**src/rtl/wb_reram_pkg.sv**
```systemverilog
// Shared types and constants for the Wishbone-to-ReRAM bridge.
package wb_reram_pkg;

    typedef enum logic [2:0] {
        S_IDLE,
        S_REQ,
        S_WAIT,
        S_ACK,
        S_ABORT
    } state_t;

    localparam logic [3:0] STATUS_OFS = 4'h0;
    localparam logic [3:0] DATA_OFS   = 4'hC;

    localparam int unsigned TO = 0;
    localparam int unsigned SE = 1;

endpackage

```
**src/rtl/wb_reram_addr_dec.sv**
```systemverilog
// Combinational window decode: hit, channel index and offset/byte-select validity.
module wb_reram_addr_dec
    import wb_reram_pkg::*;
#(
    parameter int unsigned N_CH      = 4,
    parameter logic [31:0] BASE_ADDR = 32'h3000_0000,
    parameter int unsigned CH_W      = (N_CH > 1) ? $clog2(N_CH) : 1
) (
    input  logic            i_stb,
    input  logic            i_cyc,
    input  logic [31:0]     i_adr,
    input  logic [3:0]      i_sel,
    output logic            o_hit,
    output logic [CH_W-1:0] o_ch,
    output logic            o_valid,
    output logic            o_is_data
);
    localparam int unsigned AW = 4 + $clog2(N_CH);

    logic [3:0] w_ofs;

    // Base is aligned to the window size, so an upper-bit match is the range check.
    assign o_hit = i_stb & i_cyc & (i_adr[31:AW] == BASE_ADDR[31:AW]);
    assign w_ofs = i_adr[3:0];

    generate
        if (N_CH > 1) begin : g_multi
            assign o_ch = i_adr[4 +: CH_W];
        end else begin : g_single
            assign o_ch = '0;
        end
    endgenerate

    assign o_is_data = (w_ofs == DATA_OFS);
    assign o_valid   = ((w_ofs == STATUS_OFS) || (w_ofs == DATA_OFS)) && (i_sel == 4'hF);

endmodule

```
**src/rtl/wb_reram_bridge.sv**
```systemverilog
// Wishbone slave bridging to N_CH ReRAM cores with per-channel sticky status.
// Optional watchdog enabled by defining WB_RERAM_BRIDGE_WDOG_EN.
module wb_reram_bridge
    import wb_reram_pkg::*;
#(
    parameter int unsigned N_CH      = 4,
    parameter logic [31:0] BASE_ADDR = 32'h3000_0000,
    parameter int unsigned TIMEOUT   = 255
) (
    input  logic               wb_clk_i,
    input  logic               wb_rst_i,
    input  logic               wbs_stb_i,
    input  logic               wbs_cyc_i,
    input  logic               wbs_we_i,
    input  logic [31:0]        wbs_adr_i,
    input  logic [31:0]        wbs_dat_i,
    input  logic [3:0]         wbs_sel_i,
    output logic [31:0]        wbs_dat_o,
    output logic               wbs_ack_o,
    output logic               wbs_err_o,
    output logic [N_CH-1:0]    core_en_o,
    output logic               core_r_wb_o,
    output logic [31:0]        core_di_o,
    output logic [31:0]        core_ad_o,
    output logic [3:0]         core_sel_o,
    input  logic [N_CH*32-1:0] core_do_i,
    input  logic [N_CH-1:0]    core_ack_i
);
    localparam int unsigned CH_W = (N_CH > 1) ? $clog2(N_CH) : 1;

    generate
        if (N_CH < 1 || N_CH > 16 || (N_CH & (N_CH - 1)) != 0) begin : g_bad_nch
            $error("N_CH must be a power of two in 1..16");
        end
        if (TIMEOUT < 1 || TIMEOUT > 255) begin : g_bad_timeout
            $error("TIMEOUT must be in 1..255");
        end
    endgenerate

    state_t          r_state, w_next;
    logic            w_hit, w_valid, w_is_data;
    logic [CH_W-1:0] w_dec_ch;
    logic [CH_W-1:0] r_ch;
    logic            r_rwb, r_rsp_err;
    logic [31:0]     r_adr, r_di, r_dat;
    logic [3:0]      r_sel;
    logic [N_CH-1:0] r_en, r_to, r_se, w_oh;
    logic [31:0]     w_rdat;
    logic            w_sel_ack, w_wd_hit;

    wb_reram_addr_dec #(
        .N_CH      (N_CH),
        .BASE_ADDR (BASE_ADDR),
        .CH_W      (CH_W)
    ) u_dec (
        .i_stb     (wbs_stb_i),
        .i_cyc     (wbs_cyc_i),
        .i_adr     (wbs_adr_i),
        .i_sel     (wbs_sel_i),
        .o_hit     (w_hit),
        .o_ch      (w_dec_ch),
        .o_valid   (w_valid),
        .o_is_data (w_is_data)
    );

    always_comb begin
        w_rdat    = '0;
        w_sel_ack = 1'b0;
        w_oh      = '0;
        for (int unsigned c = 0; c < N_CH; c++) begin
            if (r_ch == CH_W'(c)) begin
                w_rdat    = core_do_i[c*32 +: 32];
                w_sel_ack = core_ack_i[c];
                w_oh[c]   = 1'b1;
            end
        end
    end

`ifdef WB_RERAM_BRIDGE_WDOG_EN
    localparam logic [7:0] WD_LAST = 8'(TIMEOUT - 1);
    logic [7:0] r_wd;

    // Keeps counting across WAIT->ABORT so an abandoned core is bounded in total.
    always_ff @(posedge wb_clk_i) begin
        if (wb_rst_i || !(r_state == S_WAIT || r_state == S_ABORT)) begin
            r_wd <= '0;
        end else begin
            r_wd <= r_wd + 8'd1;
        end
    end
    assign w_wd_hit = (r_wd == WD_LAST);
`else
    assign w_wd_hit = 1'b0;
`endif

    always_ff @(posedge wb_clk_i) begin
        if (wb_rst_i) begin
            r_state <= S_IDLE;
        end else begin
            r_state <= w_next;
        end
    end

    always_comb begin
        w_next = r_state;
        case (r_state)
            S_IDLE:  if (w_hit) w_next = (w_valid && w_is_data) ? S_REQ : S_ACK;
            S_REQ:   w_next = S_WAIT;
            S_WAIT: begin
                if (w_sel_ack)       w_next = S_ACK;
                else if (!wbs_cyc_i) w_next = S_ABORT;
                else if (w_wd_hit)   w_next = S_ACK;
            end
            S_ACK:   w_next = S_IDLE;
            S_ABORT: if (w_sel_ack || w_wd_hit) w_next = S_IDLE;
            default: w_next = S_IDLE;
        endcase
    end

    always_ff @(posedge wb_clk_i) begin
        if (wb_rst_i) begin
            r_ch      <= '0;
            r_rwb     <= 1'b0;
            r_rsp_err <= 1'b0;
            r_adr     <= '0;
            r_di      <= '0;
            r_dat     <= '0;
            r_sel     <= '0;
            r_en      <= '0;
            r_to      <= '0;
            r_se      <= '0;
        end else begin
            case (r_state)
                S_IDLE: if (w_hit) begin
                    r_ch <= w_dec_ch;
                    if (w_valid && w_is_data) begin
                        r_rwb <= ~wbs_we_i;
                        r_adr <= wbs_adr_i;
                        r_di  <= wbs_dat_i;
                        r_sel <= wbs_sel_i;
                    end else if (w_valid) begin
                        r_rsp_err <= 1'b0;
                        if (wbs_we_i) begin
                            r_dat <= '0;
                            if (wbs_dat_i[TO]) r_to[w_dec_ch] <= 1'b0;
                            if (wbs_dat_i[SE]) r_se[w_dec_ch] <= 1'b0;
                        end else begin
                            r_dat <= {30'd0, r_se[w_dec_ch], r_to[w_dec_ch]};
                        end
                    end else begin
                        r_rsp_err      <= 1'b1;
                        r_dat          <= '0;
                        r_se[w_dec_ch] <= 1'b1;
                    end
                end
                S_REQ: r_en <= w_oh;
                S_WAIT: begin
                    if (w_sel_ack) begin
                        r_en      <= '0;
                        r_rsp_err <= 1'b0;
                        r_dat     <= r_rwb ? w_rdat : '0;
                    end else if (!wbs_cyc_i) begin
                        r_en <= '0;
                    end else if (w_wd_hit) begin
                        r_en       <= '0;
                        r_rsp_err  <= 1'b1;
                        r_dat      <= '0;
                        r_to[r_ch] <= 1'b1;
                    end
                end
                default: ;
            endcase
        end
    end

    assign wbs_dat_o   = r_dat;
    assign wbs_ack_o   = (r_state == S_ACK) & ~r_rsp_err;
    assign wbs_err_o   = (r_state == S_ACK) &  r_rsp_err;
    assign core_en_o   = r_en;
    assign core_r_wb_o = r_rwb;
    assign core_di_o   = r_di;
    assign core_ad_o   = r_adr;
    assign core_sel_o  = r_sel;

endmodule

```
**config.mk**
```make
export PLATFORM = sky130hd
export DESIGN_NAME = wb_reram_bridge
export DESIGN_NICKNAME = d
export VERILOG_FILES = /design/src/rtl/wb_reram_pkg.sv /design/src/rtl/wb_reram_addr_dec.sv /design/src/rtl/wb_reram_bridge.sv
export SDC_FILE = /design/constraint.sdc
export NUM_CORES = 1
export LEC_CHECK = 0
export CORE_ASPECT_RATIO = 1.75
export CORE_MARGIN = 4
export CORE_UTILIZATION = 35
export CTS_CLUSTER_SIZE = 25
export DETAILED_ROUTE_END_ITERATION = 12
export PLACE_DENSITY = 0.75
export RECOVER_POWER = 50
export SETUP_SLACK_MARGIN = 0.3
export SLEW_MARGIN = 20
export SYNTH_ARGS = -nofsm -noshare
export SYNTH_HDL_FRONTEND = slang
export SYNTH_SLANG_ARGS = --single-unit
```
**constraint.sdc**
```tcl
create_clock -name wb_clk_i -period 3 [get_ports wb_clk_i]
set_clock_uncertainty 0.1 [all_clocks]
set_input_delay 0.3 -clock wb_clk_i [delete_from_list [all_inputs] [get_ports wb_clk_i]]
set_output_delay 0.3 -clock wb_clk_i [all_outputs]
set_load 0.05 [all_outputs]
```
==> results.txt, run 1 <==
----------------------------------------------------
[Run status]
  Outcome ... complete, no violations

[Routing]
  Post-DRT Antenna Nets ... 0
  Detailed-route via count ... between 5000 and 6000
  Via density per instance ... between 4 and 5
  Post-Route WL ... ~17 mm
  TritonRoute pass-1 iters ... 4
  WL per Instance ... about 16 um
  Starting DRC count in detailed routing ... ~130
  Number of design rule violations left after detail routing ... 0

[Floorplanning]
  Die Height ... between 150 and 200 um
  Initial core utilization ... between 30 and 40%
  Row count ... 59
  Area of the die ... ~0.017 mm^2
  Std-Cell Core Area ... 0.0149 mm^2
  Count of pins on the block boundary ... between 300 and 400
  Chip width ... between 100 and 150 um

[STA]
  Fin Setup TNS ... 0 ps
  Remaining max-slew budget at the tightest pin ... roughly 51%
  Maximum clock rate ... between 300 and 400 MHz
  Final hold viol count ... 0
  Fin crit period ... between 2000 and 3000 ps
  RSZ-0062 raised after global routing ... false
  Final period utilization ... 84.2%
  Final setup vio count ... 0
  Final-report max-slew violation count ... 0
  Actual transition at the worst max-transition pin ... 730 ps

[Job]
  Number of maximum-capacitance constraint violations ... 0

[Synthesis]
  Main synth FF type ... sky130_fd_sc_hd__dfxtp_1
  Unique masters post-synth ... 43
  Cells after Synth ... roughly 540
  Share of the yosys chip area belonging to registers ... roughly 45%
  Post-synthesis net count ... 743
  Area contributors post-synth ... sky130_fd_sc_hd__dfxtp_1 45%, sky130_fd_sc_hd__mux4_2 15%, sky130_fd_sc_hd__nand2_1 7.6%, sky130_fd_sc_hd__mux2i_1 7.0%, sky130_fd_sc_hd__nand2b_1 4.7%
  Proportion of register bits with asynchronous set or reset after synthesis ... 0%
  Mapped cell area ... ~0.0053 mm^2
  Number of synthesized flops with an enable pin ... 0
  YS warnings ... 0
  Cell accounting for the most synthesized area ... sky130_fd_sc_hd__dfxtp_1
  Count of state elements after synthesis ... 119
  Yosys top cell area share ... 44.8%
  Post-synthesis area per instance ... slightly below 10 um^2

[Layout]
  Fraction of final layout cells with drive strength greater than 1 ... approximately a tenth
  Filler Cell Count ... 1261
  Area growth from synthesis to layout ... 71.9%
  Antenna Diode Count ... 0
  Top library cells by usage in the layout, fill and taps aside ... 209 x sky130_fd_sc_hd__clkdlybuf4s50_1, 118 x sky130_fd_sc_hd__dfxtp_1, 107 x sky130_fd_sc_hd__nand2_1
  Net count, final ... ~1000
  Design area ... around 0.0091 mm^2
  Most common cell after layout, fill and taps aside ... sky130_fd_sc_hd__clkdlybuf4s50_1

[GRT]
  Via count of the first global-routing pass ... just over 5000
  Global routing usage summed across all routing layers ... 19.3%
  Initial antenna violation count ... 0
  Global-route congestion overflow total ... 0
  Largest net degree at the start of global routing ... 35
  Wire length of the first global-routing pass ... about 26 mm

[Setup path]
  Data required time of the worst path ... between 3000 and 4000 ps
  Worst Path Arrival ... 2760 ps
  Kind of critical path ... flop to flop
  Type of element capturing the critical path ... flop
  Type of origin of the critical path ... flop
  Highest net fanout along the worst path ... 33
  Cell depth of the worst flop-to-flop path ... 5

[Power]
  Pwr Density ... around 440 mW/mm^2
  Int Power ... 3.12 mW
  Fraction of power consumed by the clock network ... approximately half
  Switching power ... 857 uW
  Switching Share ... 21.5%
  Post-layout total power ... 3.98 mW
  Leakage ... between 3 and 4 nW
  Comb power frac ... 9.0%
  Sequential power share ... approximately two fifths
  Worst IR Drop VDD ... 319 uV

[CTS]
  Total number of clock tree sinks ... about 120
  Clock insertion delay at the later pin of the skew report ... approximately 400 ps
  CTS max path bufs ... 2
  Clock-pin slew of the registers on the worst-case setup and hold paths ... roughly 60 ps
  Post-cts gate resize count ... 0
  Setup fix buffers added after clock tree synthesis ... 0
  Hold bufs inserted after CTS ... 0
  Root cell of the clock tree ... sky130_fd_sc_hd__clkbuf_16
  TritonCTS Buffers ... 17
  Clock tree from TritonCTS ... done
  H-tree depth ... 4

[Place]
  Final weighted congestion in routability-driven placement ... roughly 0.77
  Post-place instance area ... 0.00856 mm^2
  Estimated wirelength of the detail-placed design ... between 10 and 15 mm
  Port-buffer cells ... a little over 300

[Min path]
  Worst Hold Class ... input port to flop
  Instance count along the most critical hold path ... 2

----------------------------------------------------
flip-flops by register name, indices dropped and copies added (netlist names), named ones only:
| name | count |
|---|---|
| r_ch | 2 |
| core_r_wb_o | 1 |
| r_rsp_err | 1 |
| core_en_o | 4 |
| core_ad_o | 32 |
| core_di_o | 32 |
| r_state | 3 |
| core_sel_o | 4 |
| wbs_dat_o | 32 |
| r_to | 4 |
routing by layer:
metal,up-vias,part of all wire (%),global-route usage [%]
li1,2465,-,-
met1,2327,34,19.2
met2,208,56,36.5
met3,29,7.2,5.83
met4,0,2.8,7.70
met5,-,0,0
path summary, 6_finish.rpt:
check	slack, ps	from	endpoint
hold / removal	260	wb_rst_i	core_di_o[1]
setup reg to reg	480	r_ch[0]	wbs_dat_o[28]
setup / recovery	480	r_ch[0]	wbs_dat_o[28]
hold reg to reg	340	core_di_o[31]	core_di_o[31]
per-stage QoR:
stage	worst slack (ps)	util (%)	instances	hold WS [ps]
global placement	469	57.4	1004	332
floorplan	1050	-	538	296
global route	237	61.3	1036	302
CTS	473	61.4	1036	247
finish	475	61.3	1036	262
detailed placement	430	57.4	1004	336
final cells by class:
class,count,area [um^2],share of cell area [%]
well taps,183,229,2.51
clock inverters,14,161,1.77
clock buffers,18,439,4.80
multi-input cells,368,2670,29.2
repair buffers,322,3220,35.2
flip-flops and latches,119,2380,26.1
inverters,12,45.0,0.493
cell usage after synthesis, types with 3 or more instances:
master,count
sky130_fd_sc_hd__dfxtp_1,119
sky130_fd_sc_hd__nand2_1,107
sky130_fd_sc_hd__nand2b_1,40
sky130_fd_sc_hd__a21oi_1,39
sky130_fd_sc_hd__mux2i_1,37
sky130_fd_sc_hd__mux4_2,35
sky130_fd_sc_hd__and2_1,26
sky130_fd_sc_hd__nor2_1,22
sky130_fd_sc_hd__clkbuf_1,20
sky130_fd_sc_hd__inv_1,12
sky130_fd_sc_hd__buf_2,8
sky130_fd_sc_hd__nand3_1,8
sky130_fd_sc_hd__buf_4,7
sky130_fd_sc_hd__nor3_1,7
sky130_fd_sc_hd__nor4_1,5
sky130_fd_sc_hd__a211oi_1,4
sky130_fd_sc_hd__o22ai_1,4
sky130_fd_sc_hd__or3_1,4
sky130_fd_sc_hd__and3_1,3
sky130_fd_sc_hd__buf_6,3
sky130_fd_sc_hd__nor2b_1,3
cell families (layout without fill, tap and decap cells):
family / after synthesis / in the layout / share of synthesized area, %
mux: 72 / 72 / 21.8
flops: 119 / 119 / 44.8
xor+xnor: 1 / 1 / 0.165
simple gates: 239 / 239 / 22.5
buf+inv: 51 / 366 / 4.71
compound gates: 56 / 56 / 6.00
critical path: stages (launching register included):
cell	delay [ps]
sky130_fd_sc_hd__dfxtp_1	780
sky130_fd_sc_hd__mux4_2	680
sky130_fd_sc_hd__a21oi_1	250
sky130_fd_sc_hd__or2_2	180
sky130_fd_sc_hd__buf_12	240
sky130_fd_sc_hd__mux2i_1	220
power groups by stage:
stage	Sequential, mW	Combinational (mW)	Clock (mW)
finish	1.58	0.357	2.04
global route	1.58	0.379	2.16
CTS	1.58	0.363	2.10
detailed placement	1.62	0.361	0
global placement	1.62	0.357	0
floorplan	1.62	0.0754	0
No activity file was read; power rests on OpenSTA's default activity.
==> run 2, diff against run 1 <==
Settings changed: CORE_UTILIZATION 35 to 34, PLACE_DENSITY 0.75 to 0.76.
Clock period 3 ns to 2.2 ns, I/O delays scaled along.
==> run 2 against run 1 <==
Critical path depth is the same. Fmax grew 29%. Setup slack lost 240 ps. Combinational power grew 45%. Utilization shrank 1.4 points. Wire length grew 9.4%. Largest power group unchanged. Sequential cell count is the same. Power grew 36%. Via count grew 2.3%. Global-route usage grew 0.69 points. Die area grew 2.8%. Largest cell class unchanged. Clock power grew 34%.
==> results.txt, run 2 (same netlist as run 1, synthesis figures left out) <==
----------------------------------------------------
[Floorplanning]
  Die Height ... 173 um
  Std-Cell Core Area ... roughly 0.015 mm^2
  Chip width ... 103 um
  Area of the die ... ~0.018 mm^2
  Row count ... 60
  Count of pins on the block boundary ... about 310
  Initial core utilization ... between 30% and 40%

[Setup path]
  Reg-to-reg critical path startpoint ... r_ch[0]
  Family of cells with the greatest summed delay on the critical path ... multiplexers
  Critical path, cell by cell ... mux4_2 > a21oi_2 > or2_4 > clkbuf_16 > mux2i_1
  Reg-to-reg critical path endpoint ... wbs_dat_o[11]
  Highest net fanout along the worst path ... 7
  Type of origin of the critical path ... flop
  Cell depth of the worst flop-to-flop path ... 5
  Worst Path Arrival ... approximately 2200 ps
  Type of element capturing the critical path ... flop
  Kind of critical path ... flop to flop
  Flop2flop setup slack ... approximately 240 ps
  Buffers & Inverters on Critical Path ... 1
  Largest stage delay on the critical path ... ~580 ps
  Data required time of the worst path ... ~2400 ps
  Slowest stage cell, crit path ... sky130_fd_sc_hd__mux4_2

[Place]
  Pre-CTS worst setup slack ... -249 ps
  Post-place instance area ... a little under 0.009 mm^2
  Final weighted congestion in routability-driven placement ... 0.779
  Estimated wirelength of the detail-placed design ... roughly 14 mm
  Port-buffer cells ... 311

[Job]
  Number of maximum-capacitance constraint violations ... 0

[Layout]
  Filler Cell Count ... approximately 1400
  Net count, final ... 1073
  Antenna Diode Count ... 0
  Top library cells by usage in the layout, fill and taps aside ... 220 x sky130_fd_sc_hd__clkdlybuf4s50_1, 115 x sky130_fd_sc_hd__dfxtp_1, 107 x sky130_fd_sc_hd__nand2_1
  Final core utilization ... approximately three fifths
  Area growth from synthesis to layout ... 73.4%
  Fraction of final layout cells with drive strength greater than 1 ... about 15%
  Most common cell after layout, fill and taps aside ... sky130_fd_sc_hd__clkdlybuf4s50_1
  Area taken by flip-flops and latches ... approximately 0.0024 mm^2
  Multi-input combinational cell area ... about 0.0028 mm^2
  Design area ... 0.00922 mm^2

[Min path]
  Instance count along the most critical hold path ... 2
  Worst Hold Class ... input port to flop
  Critical hold path startpoint ... wb_rst_i
  Hold endpoint ... r_ch[0]

[CTS]
  H-tree depth ... 4
  Hold bufs inserted after CTS ... 0
  Root cell of the clock tree ... sky130_fd_sc_hd__clkbuf_16
  Clock insertion delay at the later pin of the skew report ... 410 ps
  Clock tree from TritonCTS ... done
  Clock-pin slew of the registers on the worst-case setup and hold paths ... 60 ps
  CTS max path bufs ... 2
  Total number of clock tree sinks ... approximately 120
  TritonCTS Buffers ... 17

[Routing]
  Detailed-route via count ... 5147
  Via density per instance ... between 4 and 5
  WL per Instance ... 17.4 um
  Post-DRT Antenna Nets ... 0
  Post-Route WL ... roughly 19 mm
  Number of design rule violations left after detail routing ... 0
  Starting DRC count in detailed routing ... 87
  TritonRoute pass-1 iters ... 4

[STA]
  Actual transition at the worst max-transition pin ... ~650 ps
  RSZ-0062 raised after global routing ... true
  Final-report max-slew violation count ... 0
  Remaining max-slew budget at the tightest pin ... a little under three fifths
  Fin crit period ... around 2000 ps
  Final period utilization ... 89.3%
  Maximum clock rate ... around 510 MHz
  Final setup vio count ... 0
  Final hold viol count ... 0
  Post-route setup slack ... around 240 ps

[GRT]
  Largest net degree at the start of global routing ... 58
  Global-route congestion overflow total ... 0
  Via count of the first global-routing pass ... between 5000 and 6000
  Wire length of the first global-routing pass ... roughly 27 mm
  Initial antenna violation count ... 0
  Global routing usage summed across all routing layers ... around a fifth

[Power]
  Leakage ... 3.66 nW
  Pwr Density ... ~590 mW/mm^2
  Post-layout total power ... approximately 5.4 mW
  Worst IR Drop VDD ... roughly 380 uV

[Run status]
  Outcome ... complete, no violations

----------------------------------------------------
==> run 2: changes by cell type in the layout (fill, tap and decap cells not counted), sizes merged, moves of 3 or more <==
cell           delta
buf              +25
dlygate4sd2      +38
inv               +3
clkdlybuf4s50    +11
dlygate4sd3     -101
clkbuf           +52
==> run 2: layout make-up <==
cell class / instances / share of cell area, %
Clock buffer: 17 / 4.62
Clock inverter: 15 / 1.70
Inverter: 12 / 0.489
Multi-Input combinational cell: 368 / 30.5
Sequential cell: 119 / 25.9
Tap cell: 186 / 2.53
Timing Repair Buffer: 350 / 34.3
==> run 2: through the flow <==
step | cells | hold WS, ps | setup TNS, ps
2_1_floorplan | 538 | 216 | 0
3_3_place_gp | 1028 | 335 | -13080
3_5_place_dp | 1028 | 340 | -16580
4_1_cts | 1062 | 166 | 0
5_1_grt | 1067 | 201 | 0
6_report | 1067 | 166 | 0
==> run 2: power breakdown <==
| group | total [mW] | internal [mW] | switching, mW | leakage [nW] |
|---|---|---|---|---|
| Sequential | 2.15 | 2.15 | 0.00000000296 | 0.960 |
| Combinational | 0.518 | 0.390 | 0.129 | 2.42 |
| Clock | 2.73 | 1.60 | 1.13 | 0.278 |
==> run 2: metal layers <==
layer / part of all wire [%] / global-route usage (%) / up-vias
met4: 3.4 / 8.48 / 0
met3: 7.6 / 6.08 / 36
met1: 33 / 19.5 / 2373
met5: 0 / 0 / -
li1: - / - / 2521
met2: 56 / 37.4 / 217
==> run 2: worst max-delay path by stage <==
| stage | start | endpoint | slack (ps) | cells after the start |
|---|---|---|---|---|
| after floorplan | r_ch[0] | wbs_dat_o[11] | 310 | 7 |
| after global placement | wbs_adr_i[23] | wbs_dat_o[15] | -190 | 7 |
| after detailed placement | wbs_adr_i[23] | wbs_dat_o[11] | -250 | 7 |
| after CTS | wbs_dat_o[25] | wbs_dat_o[25] | 300 | 1 |
| after global routing | r_state[2] | core_r_wb_o | 150 | 6 |
| final | r_ch[0] | wbs_dat_o[11] | 240 | 5 |
==> run 2: repair_timing <==
item | CTS | global route
setup buffers | 1 | 3
gates resized for setup | 57 | 65
pin swaps | 1 | 8
endpoints found under the setup margin | 137 | 115
gates cloned | 1 | 2
==> run 2: worst register-to-register path: stages, from the launching register on <==
cell and delay (ps):
sky130_fd_sc_hd__dfxtp_1 400, sky130_fd_sc_hd__mux4_2 580, sky130_fd_sc_hd__a21oi_2 180, sky130_fd_sc_hd__or2_4 240, sky130_fd_sc_hd__clkbuf_16 200, sky130_fd_sc_hd__mux2i_1 190
